File: src/rtl/hazard_ctrl.sv
// rtl/hazard_ctrl.sv - pipeline sequencing controller for the 5-stage core
//
// Purpose: generates per-stage enable/flush pairs, EX-stage forwarding selects,
// a memory-wait FSM with timeout watchdog, and stall/flush performance counters.
//
// Ports:
//   clk, rst_n                       clock, asynchronous active-low reset
//   rs1_D, rs2_D                     ID-stage source registers
//   rs1_E, rs2_E                     EX-stage source registers
//   rd_E, reg_wr_en_E, is_load_E     EX-stage destination / write enable / load flag
//   redirect_E                       control-flow redirect resolved in EX
//   rd_M, reg_wr_en_M                ME-stage destination / write enable
//   lsu_req_M, lsu_ack               ME memory request and response valid
//   rd_W, reg_wr_en_W                WB-stage destination / write enable
//   enable_F..enable_W               stage advance enables
//   flush_D..flush_W                 bubble inserts (flush beats enable)
//   fwd_a_E, fwd_b_E                 00 regfile, 01 ME result, 10 WB result
//   mem_wait, mem_timeout, mem_err   wait state, forced-release pulse, sticky error
//   stall_cnt, flush_cnt             performance counters
module hazard_ctrl #(
  parameter int MEM_TIMEOUT = 255,
  parameter int CNT_W       = 32
) (
  input  logic             clk,
  input  logic             rst_n,
  input  logic [4:0]       rs1_D,
  input  logic [4:0]       rs2_D,
  input  logic [4:0]       rs1_E,
  input  logic [4:0]       rs2_E,
  input  logic [4:0]       rd_E,
  input  logic             reg_wr_en_E,
  input  logic             is_load_E,
  input  logic             redirect_E,
  input  logic [4:0]       rd_M,
  input  logic             reg_wr_en_M,
  input  logic             lsu_req_M,
  input  logic             lsu_ack,
  input  logic [4:0]       rd_W,
  input  logic             reg_wr_en_W,
  output logic             enable_F,
  output logic             enable_D,
  output logic             enable_E,
  output logic             enable_M,
  output logic             enable_W,
  output logic             flush_D,
  output logic             flush_E,
  output logic             flush_M,
  output logic             flush_W,
  output logic [1:0]       fwd_a_E,
  output logic [1:0]       fwd_b_E,
  output logic             mem_wait,
  output logic             mem_timeout,
  output logic             mem_err,
  output logic [CNT_W-1:0] stall_cnt,
  output logic [CNT_W-1:0] flush_cnt
);

  typedef enum logic {RUN, MEM_WAIT} state_t;

  localparam logic [7:0] TIMEOUT_LAST = 8'(MEM_TIMEOUT - 1);

  state_t     state, state_nxt;
  logic [7:0] wait_cnt, wait_cnt_nxt;
  logic       timeout_hit;
  logic       mem_stall;
  logic       load_use;
  logic       redirect_ok;

  // ME result beats WB result; x0 is never forwarded.
  function automatic logic [1:0] fwd_sel(input logic [4:0] rs,
                                         input logic [4:0] rdm, input logic wem,
                                         input logic [4:0] rdw, input logic wew);
    if (wem && (rdm != 5'd0) && (rdm == rs))      return 2'b01;
    else if (wew && (rdw != 5'd0) && (rdw == rs)) return 2'b10;
    else                                          return 2'b00;
  endfunction

  assign fwd_a_E  = fwd_sel(rs1_E, rd_M, reg_wr_en_M, rd_W, reg_wr_en_W);
  assign fwd_b_E  = fwd_sel(rs2_E, rd_M, reg_wr_en_M, rd_W, reg_wr_en_W);
  assign mem_wait = (state == MEM_WAIT);

  // FSM next state; the final no-ack wait cycle is treated as a forced ack.
  always_comb begin
    state_nxt    = state;
    wait_cnt_nxt = wait_cnt;
    timeout_hit  = (state == MEM_WAIT) && !lsu_ack && (wait_cnt == TIMEOUT_LAST);
    mem_stall    = ((state == RUN) && lsu_req_M && !lsu_ack) ||
                   ((state == MEM_WAIT) && !lsu_ack && !timeout_hit);
    case (state)
      RUN: begin
        if (lsu_req_M && !lsu_ack) begin
          state_nxt    = MEM_WAIT;
          wait_cnt_nxt = 8'd0;
        end
      end
      MEM_WAIT: begin
        if (lsu_ack || timeout_hit) begin
          state_nxt    = RUN;
          wait_cnt_nxt = 8'd0;
        end else begin
          wait_cnt_nxt = wait_cnt + 8'd1;
        end
      end
      default: begin
        state_nxt    = RUN;
        wait_cnt_nxt = 8'd0;
      end
    endcase
  end

  // Stage control by priority: memory stall, redirect, load-use, normal flow.
  always_comb begin
    enable_F    = 1'b1;
    enable_D    = 1'b1;
    enable_E    = 1'b1;
    enable_M    = 1'b1;
    enable_W    = 1'b1;
    flush_D     = 1'b0;
    flush_E     = 1'b0;
    flush_M     = 1'b0;
    flush_W     = 1'b0;
    redirect_ok = 1'b0;
    load_use    = is_load_E && reg_wr_en_E && (rd_E != 5'd0) &&
                  ((rd_E == rs1_D) || (rd_E == rs2_D));
    if (mem_stall) begin
      // EX is frozen, so redirect/load-use are re-evaluated after release.
      enable_F = 1'b0;
      enable_D = 1'b0;
      enable_E = 1'b0;
      enable_M = 1'b0;
      flush_W  = 1'b1;
    end else if (redirect_E) begin
      redirect_ok = 1'b1;
      flush_D     = 1'b1;
      flush_E     = 1'b1;
    end else if (load_use) begin
      enable_F = 1'b0;
      enable_D = 1'b0;
      flush_E  = 1'b1;
    end
  end

  always_ff @(posedge clk or negedge rst_n) begin
    if (!rst_n) begin
      state       <= RUN;
      wait_cnt    <= 8'd0;
      mem_timeout <= 1'b0;
      mem_err     <= 1'b0;
      stall_cnt   <= '0;
      flush_cnt   <= '0;
    end else begin
      state       <= state_nxt;
      wait_cnt    <= wait_cnt_nxt;
      mem_timeout <= timeout_hit;
      if (timeout_hit) mem_err <= 1'b1;
      if (!enable_D)   stall_cnt <= stall_cnt + CNT_W'(1);
      if (redirect_ok) flush_cnt <= flush_cnt + CNT_W'(1);
    end
  end

endmodule

File: config.mk
export PLATFORM = sky130hd
export DESIGN_NAME = hazard_ctrl
export DESIGN_NICKNAME = d
export VERILOG_FILES = /design/src/rtl/hazard_ctrl.sv
export SDC_FILE = /design/constraint.sdc
export NUM_CORES = 1
export LEC_CHECK = 0
export CORE_ASPECT_RATIO = 1.25
export CORE_UTILIZATION = 51
export DETAILED_ROUTE_END_ITERATION = 10
export PLACE_DENSITY = 0.94
export SLEW_MARGIN = 20
export SYNTH_ARGS = -nofsm -noshare
export SYNTH_HDL_FRONTEND = slang
export SYNTH_SLANG_ARGS = --single-unit
File: constraint.sdc
create_clock -name clk -period 4.66 [get_ports clk]
set_input_delay 0.699 -clock clk [delete_from_list [all_inputs] [get_ports clk]]
set_output_delay 0.699 -clock clk [all_outputs]
set_load 0.02 [all_outputs]
==> flow_metrics.tcl, run 1 <==
set metrics [dict create \
    status "finished, final reports clean" \
    drcViolationCount 0 \
    worst-path-buf-inv 3 \
    grt_setup_unrepaired "false" \
    grt_max_degree 48 \
    worst_hold_slack_ns 0.328 \
    grt_usage_pct 26.1 \
    synthesis.nets 439 \
    io_buffers 121 \
    io_pins 124 \
    crit_chain "clkdlybuf4s50_1, or3_1, o311a_1, nor2b_1, a21o_1, inv_4, clkdlybuf4s50_1" \
    h-tree-depth 3 \
    crit_family "buffers and inverters" \
    wl_um 10000 \
    max_stage_delay_ns 0.64 \
    worst_slew_pin_slew_ns 0.614 \
    grt_pass1_wl_um 16100 \
    drv_cap 0 \
    place_area_um2 5240 \
    dr.pass1.iters 4 \
    tritoncts "done" \
    syn_area_um2 3960 \
    slew_viol_final 0 \
    fin_cells 612 \
    synthMuxAreaShare_pct 0 \
    synthAdderAreaFrac_pct 1.26 \
    synth_area_per_cell_um2 10.1 \
    max_freq_mhz 270 \
    start_kind "input pin" \
    hold_viol 0 \
    core_um2 7440 \
    slowest_stage "clkdlybuf4s50_1" \
    cts_max_path_buffers 2 \
    diodes 0 \
    clockRootBuffer "clkbuf_8" \
    initial_core_util_pct 53.2 \
    wire_per_inst_um 16.4 \
    utilization_pct 72.8 \
    hold_buffers 0 \
    yosysWarnings 0 \
    avgViaCountPerCell 5.63 \
    clk_pin_slew_ns 0.08 \
    hold_class "input pin to async pin" \
    antenna_found_initial 0 \
    synthSimpleGateAreaFrac_pct 23.8 \
    p_leak_nw 2.20 \
    die-area_um2 8130 \
    ant_nets 0 \
    crit_path_end_kind "output port" \
    synth_cells 391 \
    nNetsFinal 563 \
    setup_viol 0 \
    setup_tns_ns 0 \
    yosysTopAreaCell "dfrtp_1" \
    yosysSeqAreaShare_pct 47.4 \
    synth_top_cells_by_area "dfrtp_1 47%, xnor2_1 14%, xor2_1 6.0%" \
    cts_buffers 9 \
    overflow 0 \
    synthXorXnorAreaFrac_pct 20.7 \
    period_needed_ns 3.70 \
    syn_to_final_growth_pct 36.7 \
    finalWorstSetupSlack_ns 0.957 \
    clkLatencyLatePin_ns 0.36 \
    drt-initial-drc-count 168 \
    drive_gt1_share_pct 5.77 \
    dp.cells 596 \
    synth_compound_area_share_pct 3.95 \
    synth.top_cell.area_share_pct 47.4 \
    die_y_um 101 \
    path_common_cell "clkdlybuf4s50_1" \
    fin_crit_sh_pct 79.5 \
    required_ns 3.96 \
    synth_top_family_by_area "simple AND/OR/NAND/NOR gates" \
    post-cts-setup-buffers 0 \
    nFillCells 510 \
    worstPathArrival_ns 3.00 \
    relSlewSlack_pct 58.7 \
    finalPower_mw 1.69 \
    powerDensity_nw_per_um2 312 \
    cts_sinks 75 \
    synth_seq_cells 75 \
    synth_cell_types 43 \
    cts.repair.resized 0 \
    routabilityCongestion 0.833 \
    rows 35 \
    final.setup_skew_ns 0.0178 \
    pre_cts_slack_ns 0.963 \
    cp_max_fo 11 \
    critPathKind "input pin to output port" \
    grt_pass1_vias 3419 \
    vias 3443 \
    dp_hpwl_um 7460 \
    final_area_um2 5420 \
    ir_worst_vdd_mv 0.245 \
    die_w_um 80.8 \
]
==> path summary, 6_finish.rpt <==
path / from / to / slack, ns / cells past startpoint
worst min register to register: flush_cnt[31]$_DFFE_PN0P_ / flush_cnt[31]$_DFFE_PN0P_ / 0.47 / 1
min in group clk: flush_cnt[31]$_DFFE_PN0P_ / flush_cnt[31]$_DFFE_PN0P_ / 0.47 / 1
max in group asynchronous: rst_n / flush_cnt[14]$_DFFE_PN0P_ / 3.49 / 2
worst max register to register: wait_cnt[0]$_DFFE_PN0P_ / stall_cnt[30]$_DFFE_PN0N_ / 2.22 / 8
worst max-delay path: rd_E[0] / enable_F / 0.96 / 7
worst min-delay path: rst_n / flush_cnt[18]$_DFFE_PN0P_ / 0.33 / 1
==> placed cells by master (no fill, tap or decap), drive strengths merged, types with 4 or more instances in the layout <==
master,Yosys,layout
xnor2,65,65
xor2,27,27
or4,6,6
nor4,13,13
nand2,41,41
dfrtp,75,75
clkbuf,3,11
and3,12,12
clkdlybuf4s50,0,120
ha,4,4
nand3,31,31
o21ai,12,12
inv,11,12
nor3,7,7
nor2,22,22
nand4,25,25
==> Yosys cell counts (all sizes together) <==
library cell,n
and4b,1
a21oi,3
or4,6
or2,2
a21o,1
inv,11
nand3,31
o311a,1
nor4bb,1
and3,12
nand4,25
nand2,41
nand2b,1
xnor2,65
a311oi,2
ha,4
clkbuf,3
o22ai,1
nor4b,1
nand3b,1
nor3,7
o21ai,12
xor2,27
o31ai,3
and4,1
buf,7
nor2b,2
conb,2
dfrtp,75
and2,2
or3,3
or3b,1
nor2,22
nor3b,1
nor4,13
==> kinds of logic (layout without fill, tap and decap cells) <==
| logic type | count (synthesis) | count (layout) |
|---|---|---|
| AOI/OAI and AO/OA | 23 | 23 |
| xor gates and xnor gates | 92 | 92 |
| adders and majority gates | 4 | 4 |
| buffers and inverters | 21 | 150 |
| DFF | 75 | 75 |
| other | 2 | 2 |
| and+or+nand+nor | 174 | 174 |
==> layout make-up <==
class                   instances  area (µm²)  share of cell area, %
inverters                      11        43.8                  0.809
repair buffers                123        1220                   22.6
multi-input cells             295        1980                   36.5
well taps                      92         115                   2.13
flip-flops and latches         75        1880                   34.7
clock buffers                  11         141                   2.61
clock inverters                 5        36.3                  0.670
==> metal layers <==
layer  vias to the layer above  global-route usage [%]  part of all wire, %
met1                      1670                    30.0                   40
met4                         0                    13.2                  2.4
met2                       141                    45.3                   51
li1                       1609                       -                    -
met3                        23                    5.52                  6.6
met5                         -                       0                    0
==> sequential cells by signal, indices dropped and copies added (netlist names) <==
name and cells:
mem_err 1, mem_wait 1, flush_cnt 32, stall_cnt 32, mem_timeout 1, wait_cnt 8
==> power breakdown <==
group / total [mW] / switching (mW) / internal, mW / leakage [nW]
Sequential: 0.809 / 0.100 / 0.709 / 1.01
Clock: 0.456 / 0.248 / 0.209 / 0.0820
Combinational: 0.427 / 0.218 / 0.209 / 1.12
(Power assumes the default switching activity.)
==> inputs of run 2 (changes only) <==
- CORE_UTILIZATION: 51 -> 47
- PLACE_DENSITY: 0.94 -> 0.88
- clock period: 4.66 -> 3.6 ns (I/O delays scaled with it)
==> run 2 against run 1 <==
Compared with the run above: the flow now finishes with violations (DRC); cell area up 0.58%; die area up 8.3%; setup slack worse by 0.77 ns; global-route usage down 3.7 points; first-iteration DRC count down 15%; via count down 0.49%; largest power group unchanged.
==> flow_metrics.tcl, run 2 (same netlist as run 1, synthesis figures left out) <==
set metrics [dict create \
    status "finished, violations left" \
    violations "DRC" \
    drive_gt1_share_pct 5.76 \
    slew_viol_final 0 \
    post-cts-setup-buffers 0 \
    cts_sinks 75 \
    nFillCells 606 \
    avgViaCountPerCell 5.54 \
    wire_per_inst_um 15.2 \
    routabilityCongestion 0.864 \
    h-tree-depth 3 \
    rows 37 \
    cts_max_path_buffers 2 \
    ant_nets 0 \
    worstPathArrival_ns 2.87 \
    clkLatencyLatePin_ns 0.35 \
    required_ns 3.06 \
    powerDensity_nw_per_um2 411 \
    io_pins 124 \
    dp_hpwl_um 7190 \
    grt_max_degree 52 \
    place_area_um2 5250 \
    cp_max_fo 11 \
    dr.pass1.iters 7 \
    nNetsFinal 564 \
    grt_setup_unrepaired "false" \
    reg_top3 "flush_cnt (32), stall_cnt (32), wait_cnt (8)" \
    drt-initial-drc-count 143 \
    antenna_found_initial 0 \
    period_needed_ns 3.41 \
    clockRootBuffer "clkbuf_8" \
    die-area_um2 8800 \
    final.setup_skew_ns 0.00911 \
    pre_cts_slack_ns 0.182 \
    syn_to_final_growth_pct 37.5 \
    overflow 0 \
    regToRegSetupSlack_ns 1.14 \
    hold_class "input pin to async pin" \
    final_area_um2 5450 \
    drv_cap 0 \
    max_freq_mhz 293 \
    ir_worst_vdd_mv 0.204 \
    cts_buffers 9 \
    fin_crit_sh_pct 94.7 \
    diodes 0 \
    relSlewSlack_pct 58.5 \
    critPathKind "input pin to output port" \
    die_y_um 105 \
    grt_pass1_wl_um 15700 \
    rr_worst_depth 8 \
    worst_hold_slack_ns 0.206 \
    hold_viol 0 \
    core_um2 8190 \
    finalWorstSetupSlack_ns 0.189 \
    drcViolationCount 20 \
    multi_input_area_um2 1980 \
    regArea_um2 1880 \
    final_common_cell "clkdlybuf4s50_1" \
    io_buffers 121 \
    grt_usage_pct 22.4 \
    wl_um 9420 \
    tritoncts "done" \
    utilization_pct 66.5 \
    worst_slew_pin_slew_ns 0.622 \
    vias 3426 \
    cts.repair.resized 0 \
    crit_path_end_kind "output port" \
    p_leak_nw 2.22 \
    initial_core_util_pct 48.4 \
    hold_buffers 0 \
    start_kind "input pin" \
    setup_viol 0 \
    die_w_um 84.1 \
    layout_common_cells "120 x clkdlybuf4s50_1, 75 x dfrtp_1, 63 x xnor2_1" \
    grt_pass1_vias 3342 \
    setup_tns_ns 0 \
    clk_pin_slew_ns 0.08 \
]
[run 2: cell type report]
class | count | share of cell area [%]
Sequential cell | 75 | 34.5
Multi-Input combinational cell | 295 | 36.3
Timing Repair Buffer | 124 | 22.6
Clock inverter | 5 | 1.17
Tap cell | 97 | 2.23
Clock buffer | 11 | 2.41
Inverter | 11 | 0.804
[run 2: final timing paths]
| kind | from | end |
|---|---|---|
| min in group clk | stall_cnt[31]$_DFFE_PN0N_ | stall_cnt[31]$_DFFE_PN0N_ |
| setup / recovery | rd_E[0] | enable_F |
| max in group asynchronous | rst_n | stall_cnt[7]$_DFFE_PN0N_ |
| hold / removal | rst_n | flush_cnt[23]$_DFFE_PN0P_ |
| hold reg to reg | stall_cnt[31]$_DFFE_PN0N_ | stall_cnt[31]$_DFFE_PN0N_ |
| setup reg to reg | wait_cnt[0]$_DFFE_PN0P_ | stall_cnt[26]$_DFFE_PN0N_ |
[run 2: routing by layer]
layer	vias up	wire length, µm	GRT usage (%)
met3	17	675	4.98
met4	0	187	9.36
met1	1675	3750	26.6
met2	122	4800	38.9
met5	-	0	0
li1	1612	-	-
[run 2: worst max-delay path, cell delays in order]
cell and delay [ns]:
clkdlybuf4s50_1 0.48, or3_1 0.39, o311a_1 0.31, nor2b_1 0.13, a21o_1 0.23, inv_4 0.14, clkdlybuf4s50_1 0.65
[run 2: through the flow]
| stage | power (mW) | cells |
|---|---|---|
| floorplan | 1.31 | 391 |
| global placement | 1.59 | 602 |
| detailed placement | 1.61 | 602 |
| CTS | 2.25 | 618 |
| global route | 2.34 | 618 |
| finish | 2.24 | 618 |
[run 2: power breakdown]
part           internal (mW)  total [mW]  switching [mW]
registers              0.917        1.05           0.131
clock network          0.324       0.641           0.317
logic                  0.271       0.549           0.278
==> inputs of run 3 (changes only) <==
- HOLD_SLACK_MARGIN: default -> 0.1
==> results of run 3 <==
Same layout as run 2: the final DEF is identical, and so are final timing and power.
